===== src/rtl/fetch_pkg.sv =====
// Shared types and constants for the instruction fetch unit.
package fetch_pkg;

    // Fetch sequencer states
    typedef enum logic [1:0] {
        ST_IDLE,
        ST_REQ,
        ST_WAIT,
        ST_LOAD
    } fetch_state_e;

    // Width of the WAIT-cycle timeout counter (TIMEOUT range 1..255)
    localparam int unsigned CNT_W      = 8;

    localparam int unsigned DEF_ADDR_W = 8;
    localparam int unsigned DEF_DATA_W = 16;

endpackage


===== src/rtl/instr_fetch_unit_if.sv =====
// Instruction-memory read bus: fetch unit is master, memory is slave.
interface instr_fetch_unit_if
    import fetch_pkg::*;
#(
    parameter int unsigned ADDR_W = DEF_ADDR_W,
    parameter int unsigned DATA_W = DEF_DATA_W
);

    logic [ADDR_W-1:0] imem_addr;
    logic              imem_rd;
    logic              imem_valid;
    logic [DATA_W-1:0] imem_data;

    modport master (
        output imem_addr,
        output imem_rd,
        input  imem_valid,
        input  imem_data
    );

    modport slave (
        input  imem_addr,
        input  imem_rd,
        output imem_valid,
        output imem_data
    );

endinterface


===== src/rtl/fetch_pc.sv =====
// Program counter with increment, direct load, pending-redirect latch and wrap.
module fetch_pc
    import fetch_pkg::*;
#(
    parameter int unsigned        ADDR_W   = DEF_ADDR_W,
    parameter logic [ADDR_W-1:0]  RESET_PC = '0
) (
    input  logic              clk,
    input  logic              rst,
    input  logic              busy_i,      // a fetch is in flight
    input  logic              load_i,      // redirect strobe
    input  logic [ADDR_W-1:0] load_val_i,  // redirect target
    input  logic              commit_i,    // fetch completing (LOAD)
    input  logic              abort_i,     // fetch abandoned on timeout
    output logic [ADDR_W-1:0] pc_o
);

    logic [ADDR_W-1:0] pc_q, pc_d;
    logic [ADDR_W-1:0] pend_q, pend_d;
    logic              pend_vld_q, pend_vld_d;
    logic              redir;
    logic [ADDR_W-1:0] target;

    // A redirect arriving in the very cycle the fetch resolves is the newest one
    assign redir  = load_i | pend_vld_q;
    assign target = load_i ? load_val_i : pend_q;

    // Next PC / pending-redirect selection
    always_comb begin
        pc_d       = pc_q;
        pend_d     = pend_q;
        pend_vld_d = pend_vld_q;
        if (!busy_i) begin
            if (load_i) begin
                pc_d = load_val_i;
            end
        end else if (commit_i) begin
            pc_d       = redir ? target : pc_q + ADDR_W'(1);
            pend_vld_d = 1'b0;
        end else if (abort_i) begin
            if (redir) begin
                pc_d = target;
            end
            pend_vld_d = 1'b0;
        end else if (load_i) begin
            pend_d     = load_val_i;
            pend_vld_d = 1'b1;
        end
    end

    // PC and pending-redirect registers
    always_ff @(posedge clk or posedge rst) begin
        if (rst) begin
            pc_q       <= RESET_PC;
            pend_q     <= '0;
            pend_vld_q <= 1'b0;
        end else begin
            pc_q       <= pc_d;
            pend_q     <= pend_d;
            pend_vld_q <= pend_vld_d;
        end
    end

    assign pc_o = pc_q;

endmodule


===== src/rtl/instr_fetch_unit.sv =====
// Fetch-side master: issues single-word instruction reads and hands the
// returned word to the instruction register with a one-cycle write strobe.
module instr_fetch_unit
    import fetch_pkg::*;
#(
    parameter int unsigned       ADDR_W   = DEF_ADDR_W,
    parameter int unsigned       DATA_W   = DEF_DATA_W,
    parameter logic [ADDR_W-1:0] RESET_PC = '0,
    parameter int unsigned       TIMEOUT  = 15
) (
    input  logic                clk,
    input  logic                rst,
    input  logic                fetch_start,
    input  logic                pc_load,
    input  logic [ADDR_W-1:0]   pc_load_val,
    instr_fetch_unit_if.master  imem,
    output logic [DATA_W-1:0]   ir_data,
    output logic                ir_we,
    output logic [ADDR_W-1:0]   pc,
    output logic                busy,
    output logic                fetch_done,
    output logic                fetch_err
);

    fetch_state_e      state_q, state_d;
    logic [CNT_W-1:0]  cnt_q, cnt_d, cnt_inc;
    logic [ADDR_W-1:0] addr_q, addr_d;
    logic              rd_q, rd_d;
    logic [DATA_W-1:0] ir_data_q, ir_data_d;
    logic              ir_we_q, ir_we_d;
    logic              done_q, done_d;
    logic              err_q, err_d;
    logic              commit, abort;

    assign cnt_inc = cnt_q + CNT_W'(1);

    // Next-state and registered-output selection
    always_comb begin
        state_d   = state_q;
        cnt_d     = cnt_q;
        addr_d    = addr_q;
        rd_d      = 1'b0;
        ir_data_d = ir_data_q;
        ir_we_d   = 1'b0;
        done_d    = 1'b0;
        err_d     = err_q;
        commit    = 1'b0;
        abort     = 1'b0;
        case (state_q)
            ST_IDLE: begin
                if (fetch_start) begin
                    state_d = ST_REQ;
                    rd_d    = 1'b1;
                    addr_d  = pc_load ? pc_load_val : pc;
                    err_d   = 1'b0;
                end
            end
            ST_REQ: begin
                state_d = ST_WAIT;
                cnt_d   = '0;
            end
            ST_WAIT: begin
                if (imem.imem_valid) begin
                    ir_data_d = imem.imem_data;
                    ir_we_d   = 1'b1;
                    done_d    = 1'b1;
                    state_d   = ST_LOAD;
                end else begin
                    cnt_d = cnt_inc;
                    if (cnt_inc == CNT_W'(TIMEOUT)) begin
                        err_d   = 1'b1;
                        abort   = 1'b1;
                        cnt_d   = '0;
                        state_d = ST_IDLE;
                    end
                end
            end
            ST_LOAD: begin
                commit  = 1'b1;
                state_d = ST_IDLE;
            end
            default: state_d = ST_IDLE;
        endcase
    end

    // State, counter and output registers
    always_ff @(posedge clk or posedge rst) begin
        if (rst) begin
            state_q   <= ST_IDLE;
            cnt_q     <= '0;
            addr_q    <= RESET_PC;
            rd_q      <= 1'b0;
            ir_data_q <= '0;
            ir_we_q   <= 1'b0;
            done_q    <= 1'b0;
            err_q     <= 1'b0;
        end else begin
            state_q   <= state_d;
            cnt_q     <= cnt_d;
            addr_q    <= addr_d;
            rd_q      <= rd_d;
            ir_data_q <= ir_data_d;
            ir_we_q   <= ir_we_d;
            done_q    <= done_d;
            err_q     <= err_d;
        end
    end

    fetch_pc #(
        .ADDR_W   (ADDR_W),
        .RESET_PC (RESET_PC)
    ) u_pc (
        .clk        (clk),
        .rst        (rst),
        .busy_i     (state_q != ST_IDLE),
        .load_i     (pc_load),
        .load_val_i (pc_load_val),
        .commit_i   (commit),
        .abort_i    (abort),
        .pc_o       (pc)
    );

    assign imem.imem_addr = addr_q;
    assign imem.imem_rd   = rd_q;
    assign ir_data        = ir_data_q;
    assign ir_we          = ir_we_q;
    assign fetch_done     = done_q;
    assign fetch_err      = err_q;
    assign busy           = (state_q != ST_IDLE);

endmodule


===== src/flat_wrapper.sv =====
// flat-port wrapper written by rule: the top's interface ports become plain ports
module instr_fetch_unit_flat import fetch_pkg::*;
#(
    parameter int unsigned       ADDR_W   = DEF_ADDR_W,
    parameter int unsigned       DATA_W   = DEF_DATA_W,
    parameter logic [ADDR_W-1:0] RESET_PC = '0,
    parameter int unsigned       TIMEOUT  = 15
)
  (clk, rst, fetch_start, pc_load, pc_load_val, ir_data, ir_we, pc, busy, fetch_done, fetch_err, imem_imem_addr, imem_imem_rd, imem_imem_valid, imem_imem_data);
  instr_fetch_unit_if #(.ADDR_W(ADDR_W), .DATA_W(DATA_W)) imem_i ();
  input  logic clk;
  input  logic rst;
  input  logic fetch_start;
  input  logic pc_load;
  input  logic [ADDR_W-1:0] pc_load_val;
  output logic [DATA_W-1:0] ir_data;
  output logic ir_we;
  output logic [ADDR_W-1:0] pc;
  output logic busy;
  output logic fetch_done;
  output logic fetch_err;
  output wire logic [$bits(imem_i.imem_addr)-1:0] imem_imem_addr;
  output wire logic [$bits(imem_i.imem_rd)-1:0] imem_imem_rd;
  input wire logic [$bits(imem_i.imem_valid)-1:0] imem_imem_valid;
  input wire logic [$bits(imem_i.imem_data)-1:0] imem_imem_data;
  assign imem_imem_addr = imem_i.imem_addr;
  assign imem_imem_rd = imem_i.imem_rd;
  assign imem_i.imem_valid = imem_imem_valid;
  assign imem_i.imem_data = imem_imem_data;
  instr_fetch_unit #(.ADDR_W(ADDR_W), .DATA_W(DATA_W), .RESET_PC(RESET_PC), .TIMEOUT(TIMEOUT)) u_core (.clk(clk), .rst(rst), .fetch_start(fetch_start), .pc_load(pc_load), .pc_load_val(pc_load_val), .imem(imem_i), .ir_data(ir_data), .ir_we(ir_we), .pc(pc), .busy(busy), .fetch_done(fetch_done), .fetch_err(fetch_err));
endmodule

===== config.mk =====
export PLATFORM = sky130hd
export DESIGN_NAME = instr_fetch_unit_flat
export DESIGN_NICKNAME = d
export VERILOG_FILES = /design/src/rtl/fetch_pkg.sv /design/src/rtl/instr_fetch_unit_if.sv /design/src/rtl/fetch_pc.sv /design/src/rtl/instr_fetch_unit.sv /design/src/flat_wrapper.sv
export SDC_FILE = /design/constraint.sdc
export NUM_CORES = 1
export LEC_CHECK = 0
export ABC_AREA = 1
export CAP_MARGIN = 25
export CELL_PAD_IN_SITES_DETAIL_PLACEMENT = 0
export CELL_PAD_IN_SITES_GLOBAL_PLACEMENT = 1
export CORE_MARGIN = 2
export CORE_UTILIZATION = 25
export DETAILED_ROUTE_END_ITERATION = 8
export PLACE_DENSITY = 0.67
export SYNTH_ARGS = -nofsm -noshare
export SYNTH_HDL_FRONTEND = slang
export SYNTH_HIERARCHICAL = 1
export SYNTH_SLANG_ARGS = --single-unit

===== constraint.sdc =====
create_clock -name clk -period 2.4 [get_ports clk]
set_input_delay 0.36 -clock clk [delete_from_list [all_inputs] [get_ports clk]]
set_output_delay 0.36 -clock clk [all_outputs]
set_load 0.01 [all_outputs]

-- Word-level counts from Yosys, hierarchy flattened
Index checks and enable logic that the tools add are counted.
- memories kept: 0
- RAM bits: 0
- ROM bits: 0
- logic and storage cells: 67
- bits in registers: 54
- output and inout bits: 37
- input bits: 29
- latch bits: 0
- shift-type cells: 0
- bitwise logic cells: 3
- multiplexer cells: 29
- eq/ne operators: 10
- $mul: 0
- order comparisons: 0
- add/subtract/negate cells: 2
- reductions and logical operators: 13
- divide/modulo/power cells: 0
- operators with widths (operator ; number):
    2-to-1 mux 8 bit ; 9
    adder 8 x 1 -> 8 bit, second input constant ; 2
    case mux 8 bit (2 select lines) ; 1
    2-to-1 mux 1 bit ; 14
    AND reduction 2 bit ; 6
    == test 8 x 4 -> 1 bit, second input constant ; 1
    case mux 2 bit (4 select lines) ; 1
    2-to-1 mux 2 bit ; 3
    inequality test 3 x 1 -> 1 bit, second input constant ; 2
    nonzero test 2 bit ; 3
    == test 2 bit, second input constant ; 2
    inequality test 2 bit, second input constant ; 2
    AND reduction 4 bit ; 1
    inequality test 3 x 2 -> 1 bit, second input constant ; 1
    AND reduction 3 bit ; 1
    nonzero test 3 bit ; 1
    == test 2 x 1 -> 1 bit, second input constant ; 1
    zero test 2 bit ; 1
    inequality test 2 x 1 -> 1 bit, second input constant ; 1
    inverter 1 bit ; 2
    case mux 1 bit (2 select lines) ; 1
    bitwise OR 1 bit ; 1

-- Logic depth before layout (Yosys ltp)
Gate-level depths: netlist (run 1).
- depth after elaboration: 8
- gate-level depth with buffers: 16
- depth with buffers taken out: 16

-- Hierarchy
Netlist (run 1), hierarchy kept.
- modules (own cells, without submodules) (module ; instances ; cells an instance ; area an instance (um2) ; sequential area each (um2)):
    instr_fetch_unit ; 1 ; 215 ; 1776.7 ; 925.9
    fetch_pc ; 1 ; 157 ; 1092.3 ; 425.4

-- Worst setup path after synthesis (run 1)
No wires, ideal clock.
- path kind: register to register
- start: reg u_core.cnt_q[1]
- end: reg u_core.u_pc.pc_q[1], in the netlist u_core/u_pc/pc_o[1]
- setup time: 0.117 ns
- data arrival time: 1.761 ns
- stages on the path, launching flop included: 16
- path buffers: 0
- clock period less this slack: 1.877 ns
- required time: 2.283 ns
- setup slack: 0.523 ns
- cells stage by stage: dfrtp_1 ha_1 nand3_1 nand2_1 nand2_1 nand2_1 nor2_2 nand3_4 nor2_1 nor2_1 nand2_1 nand2_2 inv_4 nand2_1 nor2_1 nor2_1
- word-level cells in the longest chain between the ends: 7
- ends and longest elaborated chain (item ; RTL line ; source):
    start, declared ; instr_fetch_unit.sv:26 ; logic [CNT_W-1:0] cnt_q, cnt_d, cnt_inc;
    start signal, assigned ; instr_fetch_unit.sv:99 ; cnt_q <= cnt_d;
    adder 8 x 1 -> 8 bit ; instr_fetch_unit.sv:35 ; assign cnt_inc = cnt_q + CNT_W'(1);
    == test 8 x 4 -> 1 bit ; instr_fetch_unit.sv:70 ; if (cnt_inc == CNT_W'(TIMEOUT)) begin
    2-to-1 mux 1 bit ; instr_fetch_unit.sv:70 ;
    2-to-1 mux 1 bit ; instr_fetch_unit.sv:63 ; if (imem.imem_valid) begin
    2-to-1 mux 1 bit ; instr_fetch_unit.sv:49 ; case (state_q)
    named net u_core.abort ; instr_fetch_unit.sv:33 ; logic commit, abort;
    inequality test 3 x 1 -> 1 bit (no source line) ; - ;
    AND reduction 2 bit (no source line) ; - ;
    end signal, assigned ; fetch_pc.sv:58 ; pc_q <= pc_d;
    end, declared ; fetch_pc.sv:18 ; logic [ADDR_W-1:0] pc_q, pc_d;
The timed path passes the listed nets, and every way through them passes these cells.
A chain may end at the register's enable or synchronous reset.

-- Final worst setup path (run 1)
Same ends and word-level chain as after synthesis.

==> impl_results.md, run 1 <==
- R2R depth: 15
- Setup TNS: 0 ns
- Crit-path most repeated cell: nand2_1
- Synth area leaders: dfrtp_1 47%, nand2_1 17%, inv_1 5.9%
- Die Ht: 111.1 um
- Inst Count DP: 577
- # diodes: 0
- Synthesized netlist cell count: 372
- CTS sink cnt: 54
- Final WL: 7227 um
- Final Hold Fails: 0
- CP max stage cell: dfrtp_1
- Io pins: 66
- Final Max Slew Viols: 0
- Delay-heaviest family, CP: simple AND/OR/NAND/NOR gates
- Commonest cells after routing, fill and taps aside: 128 x nand2_1, 65 x clkdlybuf4s50_1, 54 x dfrtp_1
- Via density: 4.337
- Commonest non-fill, non-tap cell in the layout: nand2_1
- Status: finished, final reports clean
- Fin nets: 473
- CTS H-tree lvls: 2
- Syn_area_per_cell: 7.712 um^2
- Hold buffers post-CTS: 0
- Pre-Repair DR Iteration Count: 4
- Flops & latches, synth: 54
- Post-Synth Adder-Cell Area: 1.308%
- Share of layout cells above drive strength 1: 10.41%
- Yosys warns: 6
- CP Max Fanout: 9
- Clock Latency Late Sink: 0.30 ns
- Max incr delay on CP: 0.44 ns
- First-pass GRT wire length: 12680 um
- Routed Antenna Nets: 0
- Clock skew: 0.008273 ns
- Grt ovf: 0
- TritonCTS clock tree: done
- Top-area cell type share of the netlist area: 47.10%
- Instance count on the critical path: 15
- Initial antenna violation count: 0
- Sequential share of the synthesized area: 47.10%
- Min Hold Slack: 0.4574 ns
- Tmin final: 2.137 ns
- Vias in the first global route: 2581
- Critical register-to-register path startpoint: u_core/cnt_q[1]$_DFFE_PP0P_
- Net Count, Synth: 404
- Post-cts resize count: 0
- Routed length per instance: 12.35 um
- PD cells: 1154 nW/um^2
- Core outline area: 11320 um^2
- Starting Density: 25.34%
- Mux contribution to synthesized area: 0%
- Crit path required time: 2.59 ns
- Crit path DAT: 2.33 ns
- Setup violations, final: 0
- FF/Latch Area: 1351 um^2
- Main combinational cell family by area after synthesis: simple AND/OR/NAND/NOR gates
- Routed via count: 2537
- Cts bufs inserted: 5
- Largest net degree at the start of global routing: 25
- Non-filler cells, final: 585
- P&R area growth vs syn: 33.45%
- Root Buffer Master: clkbuf_16
- Fillers: 1226
- Buffers on Ports: 65
- Cell taking the most area after synthesis: dfrtp_1
- Post-synthesis compound-gate area fraction: 12.65%
- Die footprint: 12350 um^2
- Die W: 111.1 um
- Reg2reg setup slack: 0.26 ns
- Hold/Removal Path Class: input pin to async pin
- CP Cell Sequence: ha_1 > nand3_1 > nand2_1 > nand2_1 > nand2_1 > nor2_2 > nand3_4 > nor2_1 > nor2_1 > nand2_1 > nand2_2 > inv_4 > nand2_1 > nor2_1 > nor2_1
- DRC Markers: 0
- Tightest Pin Transition: 0.7283 ns
- Global Route Usage Sum: 12.45%
- RSZ-0062 raised after global routing: false
- Leak: 1.794 nW
- FF-to-FF End: u_core/u_pc/pc_o[1]$_DFFE_PP0P_
- Setup bufs post-CTS: 0
- Number of DRC markers in iteration 0: 102
- Netlist cell types: 28
- Multi-input combinational cell area: 1246 um^2
- Clock Tree Buf Depth: 2
- CP endpoint kind: flip-flop
- Max Cap Viol: 0
- Gpl congestion: 0.7784
- Fmax: 0.4680 GHz
- Buffers and inverters on the worst path: 1
- Hpwl dp: 5532 um
- Cell Area, Synth: 2869 um^2
- Xor/xnor share of the synthesized area: 0.8722%
- Row cnt: 39
- Simple logic cell fraction of the synthesized area: 28.61%
- Peak supply drop: 0.0005249 V
- Period utilisation layout: 89.03%
- Max-slew headroom: 51.39%
- Clock transition at path regs: 0.08 ns
- CP Launch Type: flip-flop
- Critical path type: flip-flop to flip-flop
==> state kept, by name (all words and copies together) (netlist names) <==
register,cells
u_core/fetch_err,1
u_core/u_pc/pend_q,8
u_core/state_q,2
u_core/ir_data,16
u_core/cnt_q,8
u_core/fetch_done,1
u_core/u_pc/pend_vld_q,1
u_core/imem.imem_rd,1
u_core/imem.imem_addr,8
u_core/u_pc/pc_o,8
==> worst register-to-register path: stages (launching register included) <==
cell and delay (ns):
dfrtp_1 0.44, ha_1 0.24, nand3_1 0.13, nand2_1 0.07
nand2_1 0.08, nand2_1 0.07, nor2_2 0.12, nand3_4 0.11
nor2_1 0.12, nor2_1 0.06, nand2_1 0.09, nand2_2 0.16
inv_4 0.14, nand2_1 0.06, nor2_1 0.11, nor2_1 0.05
==> cell usage after synthesis <==
cell type	n
nand3_2	1
xor2_2	1
nand3_4	1
ha_1	3
a21oi_1	11
a21boi_0	1
o21ai_0	31
nand2_4	1
buf_2	2
inv_1	45
dfrtp_1	54
o22ai_1	3
a21oi_2	5
nand2_1	128
clkbuf_1	1
o21ai_2	2
nor2_1	24
inv_2	1
nand3_1	17
nand2_2	6
xor2_1	1
inv_4	1
nor2_2	5
nor2_4	4
o21ai_1	13
buf_4	3
buf_6	5
or2_2	2
==> final cells by class <==
cell class | count | share of cell area [%]
sequential | 54 | 35.29
multi-input combinational | 260 | 32.55
timing repair buffer | 73 | 18.89
inverter | 47 | 4.673
tap | 143 | 4.673
clock buffer | 5 | 3.268
clock inverter | 3 | 0.6536
==> metrics by stage <==
stage	total power, mW	setup slack [ns]	area (um^2)	util (%)
2_1_floorplan	2.779	0.5225	2869	-
3_3_place_gp	3.702	0.3197	3679	32.49
3_5_place_dp	3.725	0.2864	3679	32.49
4_1_cts	4.484	0.2658	3829	33.82
5_1_grt	4.811	0.01619	3829	33.82
6_report	4.420	0.2633	3829	33.82
==> how the worst max path moves through the flow <==
stage                                     start                              end
global placement                        pc_load  u_core/u_pc/pc_o[2]$_DFFE_PP0P_
floorplan           u_core/cnt_q[1]$_DFFE_PP0P_  u_core/u_pc/pc_o[1]$_DFFE_PP0P_
CTS                 u_core/cnt_q[1]$_DFFE_PP0P_  u_core/u_pc/pc_o[1]$_DFFE_PP0P_
detailed placement  u_core/cnt_q[1]$_DFFE_PP0P_  u_core/u_pc/pc_o[1]$_DFFE_PP0P_
finish              u_core/cnt_q[1]$_DFFE_PP0P_  u_core/u_pc/pc_o[1]$_DFFE_PP0P_
global route        u_core/cnt_q[1]$_DFFE_PP0P_  u_core/u_pc/pc_o[0]$_DFFE_PP0P_
==> report_power, final <==
group | internal, mW | switching, mW
sequential | 1.30 | 0.313
combinational | 0.951 | 1.11
clock | 0.393 | 0.349
total | 2.64 | 1.78
==> metal layers <==
| metal | vias to the layer above | GRT usage [%] | share of wire (%) |
|---|---|---|---|
| met4 | 0 | 3.045 | 1.0 |
| met3 | 5 | 2.515 | 3.0 |
| met1 | 1199 | 16.70 | 47 |
| met2 | 34 | 20.74 | 49 |
| li1 | 1299 | - | - |
| met5 | - | 0 | 0 |
==> cell families after synthesis <==
| kind of cell | count (synthesis) |
|---|---|
| xor+xnor | 2 |
| compound gates | 66 |
| fa+ha+maj | 3 |
| buf+inv | 58 |
| flops | 54 |
| simple gates | 189 |
Power figures use the tool's default switching activity.
==> run 2, diff against run 1 <==
- SLEW_MARGIN: not set -> 20
==> results of run 2 <==
No change in the layout: final DEF, timing and power equal those of run 1.
==> run 3, diff against run 2 <==
- clock period: 2.4 -> 2.6 ns (I/O delays scaled with it)
==> run 3 against run 2 <==
  * Non-clock buffer count is 3 lower
  * Critical endpoint unchanged
  * Combinational power is 8% lower
  * Count of clock-buffer cells in the layout stayed put
==> impl_results.md, run 3 (synthesis gave the netlist of run 1 again) <==
- Routed via count: 2522 (-0.59%)
- P&R area growth vs syn: 32.80%
- Final Hold Fails: 0 (unchanged)
- Starting Density: 25.34% (unchanged)
- Fin nets: 470 (-0.63%)
- Setup bufs post-CTS: 0 (unchanged)
- Max-slew headroom: 54.58% (+3.2 points)
- CP Max Fanout: 9 (unchanged)
- First-pass GRT wire length: 12010 um (-5.3%)
- Largest net degree at the start of global routing: 26 (+4.0%)
- Non-filler cells, final: 582 (-0.51%)
- Commonest cells after routing, fill and taps aside: 128 x nand2_1, 65 x clkdlybuf4s50_1, 54 x dfrtp_1
- Inst Count DP: 574 (-0.52%)
- Die W: 111.1 um (unchanged)
- Clock transition at path regs: 0.08 ns (about the same)
- Core outline area: 11320 um^2 (unchanged)
- Post-cts resize count: 0 (unchanged)
- Setup violations, final: 0 (unchanged)
- CP endpoint kind: flip-flop
- Min Hold Slack: 0.4641 ns (+0.006774 ns)
- Max Cap Viol: 0 (unchanged)
- Status: finished, final reports clean
- Critical path type: flip-flop to flip-flop
- # diodes: 0 (unchanged)
- Fmax: 0.4710 GHz (+0.63%)
- Io pins: 66 (unchanged)
- Leak: 1.785 nW (-0.50%)
- Crit path required time: 2.79 ns (+0.20 ns)
- CTS H-tree lvls: 2 (unchanged)
- Hold/Removal Path Class: input pin to async pin
- Crit path DAT: 2.31 ns (-0.02 ns)
- RSZ-0062 raised after global routing: false
- FF-to-FF End: u_core/u_pc/pc_o[1]$_DFFE_PP0P_
- Post-layout util: 33.65% (-0.17 points)
- Final Max Slew Viols: 0 (unchanged)
- Clock Tree Buf Depth: 2 (unchanged)
- Period utilisation layout: 81.66% (-7.4 points)
- Max FFs per register: 16 (unchanged)
- CP Launch Type: flip-flop
- Gpl congestion: 0.7869 (+1.1%)
- Row cnt: 39 (unchanged)
- Clock skew: 0.01075 ns (+0.002473 ns)
- R2R depth: 15 (unchanged)
- Setup TNS: 0 ns (unchanged)
- Global Route Usage Sum: 11.64% (-0.81 points)
- Hold buffers post-CTS: 0 (unchanged)
- CTS sink cnt: 54 (unchanged)
- Initial antenna violation count: 0 (unchanged)
- Hpwl dp: 5374 um (-2.9%)
- DRC Markers: 0 (unchanged)
- TritonCTS clock tree: done
- Final WL: 7095 um (-1.8%)
- Vias in the first global route: 2440 (-5.5%)
- Die Ht: 111.1 um (unchanged)
- Routed Antenna Nets: 0 (unchanged)
- Via density: 4.333 (about the same)
- Clock Latency Late Sink: 0.29 ns (about the same)
- Placement Setup Slack: 0.4798 ns (+0.1935 ns)
- PD cells: 1068 nW/um^2 (-7.5%)
- Final setup margin: 0.4767 ns (+0.2134 ns)
- Routed length per instance: 12.19 um (-1.3%)
- Reg2reg setup slack: 0.48 ns (+0.21 ns)
- Critical register-to-register path startpoint: u_core/cnt_q[1]$_DFFE_PP0P_
- Commonest non-fill, non-tap cell in the layout: nand2_1
- Share of layout cells above drive strength 1: 9.795% (-0.61 points)
- Number of DRC markers in iteration 0: 85 (-17%)
- Tmin final: 2.123 ns (-0.01340 ns)
- Root Buffer Master: clkbuf_16
- Peak supply drop: 0.0003703 V (-29%)
- Die footprint: 12350 um^2 (unchanged)
- Pre-Repair DR Iteration Count: 4 (unchanged)
- Grt ovf: 0 (unchanged)
- Tightest Pin Transition: 0.6806 ns (-0.04770 ns)
- Cts bufs inserted: 5 (unchanged)
- Buffers on Ports: 65 (unchanged)
[run 3: cell types whose count changed in the layout (fill, tap and decap cells not counted), sizes merged]
cell | before | now
buf | 8 | 5
clkinvlp | 1 | 0
clkinv | 1 | 2
[run 3: area by class of cell]
| class | instances | area [um^2] |
|---|---|---|
| clock buffer | 5 | 125.1 |
| inverter | 47 | 178.9 |
| multi-input combinational | 260 | 1246 |
| fill | 1214 | 7511 |
| sequential | 54 | 1351 |
| timing repair buffer | 70 | 700.7 |
| clock inverter | 3 | 28.78 |
| tap | 143 | 178.9 |
[run 3: how the worst max path moves through the flow]
stage / start / to / slack (ns) / depth (start not counted)
2_1_floorplan: u_core/cnt_q[1]$_DFFE_PP0P_ / u_core/u_pc/pc_o[1]$_DFFE_PP0P_ / 0.72 / 15
3_3_place_gp: pc_load / u_core/u_pc/pc_o[2]$_DFFE_PP0P_ / 0.49 / 8
3_5_place_dp: imem_imem_valid / u_core/u_pc/pc_o[1]$_DFFE_PP0P_ / 0.48 / 11
4_1_cts: u_core/cnt_q[1]$_DFFE_PP0P_ / u_core/u_pc/pc_o[1]$_DFFE_PP0P_ / 0.47 / 14
5_1_grt: u_core/cnt_q[1]$_DFFE_PP0P_ / u_core/u_pc/pc_o[1]$_DFFE_PP0P_ / 0.23 / 15
6_report: u_core/cnt_q[1]$_DFFE_PP0P_ / u_core/u_pc/pc_o[1]$_DFFE_PP0P_ / 0.48 / 15
[run 3: stage by stage]
stage                     total power, mW  area [um^2]
after CTS                           4.129         3810
after detailed placement            3.412         3656
final                               4.068         3810
after floorplan                     2.566         2869
after global placement              3.404         3656
after global routing                4.416         3810
[run 3: layer usage]
metal	wire length, um	vias to the layer above	global-route usage [%]
met5	0	-	0
met4	51	0	2.798
met3	232	4	2.296
met2	3407	40	18.94
met1	3402	1186	16.03
li1	-	1292	-
[run 3: worst max-delay path: stages, from the launching register on]
cell and delay [ns]:
dfrtp_1 0.43, ha_1 0.23, nand3_1 0.14, nand2_1 0.07
nand2_1 0.08, nand2_1 0.06, nor2_2 0.12, nand3_4 0.12
nor2_1 0.13, nor2_1 0.07, nand2_1 0.09, nand2_2 0.15
inv_4 0.14, nand2_1 0.06, nor2_1 0.11, nor2_1 0.04
[run 3: power breakdown]
part           total (mW)  switching, mW  internal, mW  leakage, nW
combinational        1.89           1.02         0.876         1.04
sequential           1.49          0.287          1.20        0.673
clock               0.689          0.321         0.368       0.0759
